--- src/rtl/active_hwt_seq.sv ---
// Registered golden function Y = D & ((A & B) | C) per lane, with an optional
// sequential trojan that inverts PAYLOAD_MASK lanes after a key sequence on A.
//
// state | meaning
// IDLE  | waiting for KEY0 on A
// S1    | KEY0 seen, waiting for KEY1
// S2    | KEY0,KEY1 seen, waiting for KEY2
// ARMED | key sequence complete, counting TRIG_COUNT valid samples
// FIRE  | payload active until rst
module active_hwt_seq #(
  parameter int               WIDTH        = 4,
  parameter logic [WIDTH-1:0] KEY0         = 4'hA,
  parameter logic [WIDTH-1:0] KEY1         = 4'h5,
  parameter logic [WIDTH-1:0] KEY2         = 4'hF,
  parameter int               TRIG_COUNT   = 3,
  parameter logic [WIDTH-1:0] PAYLOAD_MASK = 4'h1,
  parameter bit               HWT_EN       = 1'b1
) (
  input  logic             clk,
  input  logic             rst,
  input  logic             valid,
  input  logic [WIDTH-1:0] A,
  input  logic [WIDTH-1:0] B,
  input  logic [WIDTH-1:0] C,
  input  logic [WIDTH-1:0] D,
  output logic [WIDTH-1:0] Y,
  output logic             y_valid,
  output logic             triggered
);

  localparam int CW = $clog2(TRIG_COUNT + 1);
  localparam logic [CW-1:0] CNT_TC = CW'(TRIG_COUNT - 1);

  typedef enum logic [2:0] {IDLE, S1, S2, ARMED, FIRE} state_t;

  logic             fire;
  logic [WIDTH-1:0] golden;

  assign golden    = D & ((A & B) | C);
  assign triggered = fire;

  // fire reflects the pre-edge state, so the sample that enters FIRE is clean
  always_ff @(posedge clk or posedge rst) begin
    if (rst) begin
      Y       <= '0;
      y_valid <= 1'b0;
    end else begin
      y_valid <= valid;
      if (valid) Y <= golden ^ (fire ? PAYLOAD_MASK : '0);
    end
  end

  generate
    if (HWT_EN) begin : g_trojan
      state_t         state_q, state_d;
      logic [CW-1:0]  cnt_q, cnt_d;

      always_ff @(posedge clk or posedge rst) begin
        if (rst) begin
          state_q <= IDLE;
          cnt_q   <= '0;
        end else begin
          state_q <= state_d;
          cnt_q   <= cnt_d;
        end
      end

      // KEY1/KEY2 take priority over a KEY0 restart when keys are equal
      always_comb begin
        state_d = state_q;
        cnt_d   = cnt_q;
        if (valid) begin
          case (state_q)
            IDLE: if (A == KEY0) state_d = S1;
            S1: begin
              if (A == KEY1)      state_d = S2;
              else if (A == KEY0) state_d = S1;
              else                state_d = IDLE;
            end
            S2: begin
              if (A == KEY2) begin
                state_d = ARMED;
                cnt_d   = '0;
              end else if (A == KEY0) begin
                state_d = S1;
              end else begin
                state_d = IDLE;
              end
            end
            ARMED: begin
              cnt_d = cnt_q + 1'b1;
              if (cnt_q == CNT_TC) state_d = FIRE;
            end
            FIRE:    state_d = FIRE;
            default: state_d = IDLE;
          endcase
        end
      end

      assign fire = (state_q == FIRE);
    end else begin : g_passive
      assign fire = 1'b0;
    end
  endgenerate

endmodule
--- config.mk ---
export PLATFORM = sky130hd
export DESIGN_NAME = active_hwt_seq
export DESIGN_NICKNAME = d
export VERILOG_FILES = /design/src/rtl/active_hwt_seq.sv
export SDC_FILE = /design/constraint.sdc
export NUM_CORES = 1
export LEC_CHECK = 0
export ABC_AREA = 1
export ABC_CLOCK_PERIOD_IN_PS = 1200
export CORE_ASPECT_RATIO = 0.9
export CORE_UTILIZATION = 40
export CTS_BUF_LIST = sky130_fd_sc_hd__clkbuf_16
export CTS_CLUSTER_SIZE = 16
export DETAILED_ROUTE_END_ITERATION = 16
export PLACE_DENSITY = 0.74
export SLEW_MARGIN = 20
export SYNTH_ARGS = -nofsm -noshare
export SYNTH_HDL_FRONTEND = slang
export SYNTH_SLANG_ARGS = --single-unit
--- constraint.sdc ---
create_clock -name clk -period 1.2 [get_ports clk]
set_clock_uncertainty 0.05 [all_clocks]
set_input_delay 0.36 -clock clk [delete_from_list [all_inputs] [get_ports clk]]
set_output_delay 0.36 -clock clk [all_outputs]
set_load 0.05 [all_outputs]
==> flow_summary.ini <==
[sta]
final_hold_viol_count = 0
final.period_utilization_pct = 119
grt_setup_unrepaired = yes
timing.final.crit_period_ns = 1.43
max_freq_mhz = 697
slew_violations = 0
max_slew_headroom_pct = 73.7
setup_ws_ns = -0.234
timing_worst_slew_pin_value_ns = 0.395
worst_hold_slack_after_final_layout_ns = 0.380
setup-violations-final = 11

[setup_path]
crit_buf_inv = 2
worstRegToRegCells = 7
path_cells = inv_2, nand2_4, nor2_4, buf_12
critical_path_arrival_ns = 1.02
worst_r2r_startpoint = g_trojan.state_q[0]$_DFFE_PP0P_
path_delay_family = flip-flops
crit_path_start = g_trojan.state_q[0]$_DFFE_PP0P_
crit_path_end_kind = output pin
cp_max_fo = 2
timing.critical_path.slowest_cell_delay_ns = 0.39
critical_path_s_slowest_cell = dfrtp_1
critical_path.reg2reg.endpoint = g_trojan.cnt_q[0]$_DFFE_PP0P_
setup.worst_path.class = flop to output pin
endpoint = triggered
critical_path_cell_count = 4
worstSetupStartpointType = flop
reg2reg_slack_ns = -0.16
critical_path_required_ns = 0.79

[route]
antenna_left = 0
wl_met1_um = 757
via_per_inst = 4.93
detail_route.drc_violations = 0
wirelength_um = 1920
wl_met3_um = 117
drt-pass1-iter-count = 4
met2RoutedLength_um = 1000
route.vias.total = 720
maxUsedRoutingLayer = met4
initial_drt_markers = 29
route.detailed.wl_per_inst_um = 13.2

[floorplan]
dieHeight_um = 38.6
initial_utilization_pct = 45.7
number_of_placed_i_o_pins = 25
floorplan.core_area_um2 = 1310
die-area_um2 = 1650
die-width_um = 42.7
num_rows = 12

[layout]
num-nets-final = 153
area.growth.synth_to_final_pct = 90.4
non_filler_instance_count_after_layout = 146
post_route_cells_drive_above_1_share_pct = 30.3
antenna-diode-count = 0
multi_input_comb_area_um2 = 322
layout.area.seq_um2 = 251
layout.filler_cells = 77

[cts]
clk_transition_reported_paths_ns = 0.04
cts_num_sinks = 10
cts-root-to-sink-buffers = 2
cts_root_buf = clkbuf_16
cts_htree_levels = 1
clkLatencyLatePin_ns = 0.24
cts_tree = yes
cts_inserted_buffers = 3

[placed_design]
place_worst_setup_slack_ns = -0.382
port-buffer-count = 24
post-place-cells = 136
dp_hpwl_um = 1370
place_congestion = 0.823

[pwr]
peakVddDrop_mv = 0.886
power.density_cell_area_nw_per_um2 = 1460
power.static_leakage_nw = 0.593

[synth]
seq_area_frac_synth_pct = 41.9
ys_seq_elements = 10
synth.yosys.warnings = 0
synth_cell_types = 15
netlist.top_cell.by_area = dfrtp_1
ys.flop_type = dfrtp_1
synth_area_leaders = dfrtp_1 42%, nand2_1 23%, inv_1 7.5%
yosys-top-cells-count = 37 x nand2_1, 12 x inv_1, 10 x dfrtp_1
synthesis.area_per_instance_um2 = 6.63
postSynthCellCount = 90
synth_enable_flop_cells = 0
synth_most_common_cell = nand2_1
synth.net_count = 110
netlist_area_um2 = 597
async_flop_share_pct = 100
yosysTopAreaCellShare_pct = 41.9

[run_status]
outcome = finished with violations
failed_checks = negative setup slack

[global_routing]
pin_count_of_the_biggest_net_entering_global_routing = 11
overall_global_routing_resource_usage_pct = 26.2
grt_first_pass_wirelength_um = 3040
grt_pass1_vias = 733
grt_antenna_before_repair = 0
grt_remaining_overflow = 0

[worst_hold_path]
hp-class = primary input to asynchronous set/reset pin

[job]
cap_violations = 0
==> registers in the layout, indices dropped and copies added (netlist names) <==
register / flops
Y: 4
g_trojan.cnt_q: 2
g_trojan.state_q: 3
y_valid: 1
==> what timing repair did <==
| item | in CTS | in global routing |
|---|---|---|
| setup endpoints to repair | 14 | 11 |
| hold endpoints to repair | 0 | 0 |
| gates resized for setup | 7 | 8 |
| hold buffers | 0 | 0 |
| setup buffers | 3 | 3 |
| pin swaps | 6 | 5 |
==> how the worst min path moves through the flow <==
stage / from / endpoint / slack (ns)
floorplan: rst / Y[0]$_DFFE_PP0P_ / 0.15
global placement: g_trojan.cnt_q[0]$_DFFE_PP0P_ / g_trojan.cnt_q[0]$_DFFE_PP0P_ / 0.41
CTS: rst / Y[1]$_DFFE_PP0P_ / 0.39
detailed placement: g_trojan.cnt_q[0]$_DFFE_PP0P_ / g_trojan.cnt_q[0]$_DFFE_PP0P_ / 0.43
finish: rst / g_trojan.state_q[0]$_DFFE_PP0P_ / 0.38
global route: rst / Y[3]$_DFFE_PP0P_ / 0.40
==> kinds of logic after synthesis <==
group | synth area share (%)
AOI/OAI and AO/OA | 7.54
adders and majority gates | 2.10
buffers and inverters | 10.1
DFF | 41.9
and+or+nand+nor | 38.4
==> placed cells by master, fill, tap and decap left out, drive strengths merged <==
cell and n:
nand2 38, buf 21, clkdlybuf4s50 13, inv 13
dfrtp 10, nor2 10, o21ai 6, nand3 6
a21oi 3, clkbuf 3, dlygate4sd2 3, dlymetal6s2s 2
nor3 1, nand4 1, ha 1, clkinv 1
==> worst reg2reg max path, cell delays in order, from the launching register on <==
cell and delay, ns:
dfrtp_1 0.39, buf_4 0.15, nor3_2 0.23, nand2_1 0.11
nand2_1 0.08, nand2_1 0.08, nand2_1 0.09, nand2_1 0.07
==> final cells by class <==
type / instances / share of cell area, %
multi-input combinational: 66 / 28.3
tap: 14 / 1.54
clock inverter: 1 / 0.330
timing repair buffer: 39 / 36.8
clock buffer: 3 / 6.61
sequential: 10 / 22.1
inverter: 13 / 4.30
==> through the flow <==
stage          util, %  area, um2  TNS [ns]  total power [mW]
6_report          87.0       1140    -0.964              1.66
4_1_cts           83.5       1090    -0.965              1.60
5_1_grt           87.0       1140     -1.40              1.73
2_1_floorplan        -        607   -0.0942             0.708
3_5_place_dp      75.1        981     -2.95             0.954
3_3_place_gp      75.1        981     -2.57             0.923
==> routing by layer <==
metal / track usage (%) / vias up
li1: - / 359
met1: 27.0 / 325
met2: 50.0 / 30
met3: 8.41 / 6
met4: 10.2 / 0
met5: 0 / -
==> report_power, final <==
part           leakage [nW]  switching, mW  internal, mW  total (mW)
logic                 0.426          0.330         0.295       0.624
registers             0.128         0.0428         0.389       0.432
clock network        0.0385          0.166         0.438       0.604
(Power assumes the default switching activity.)
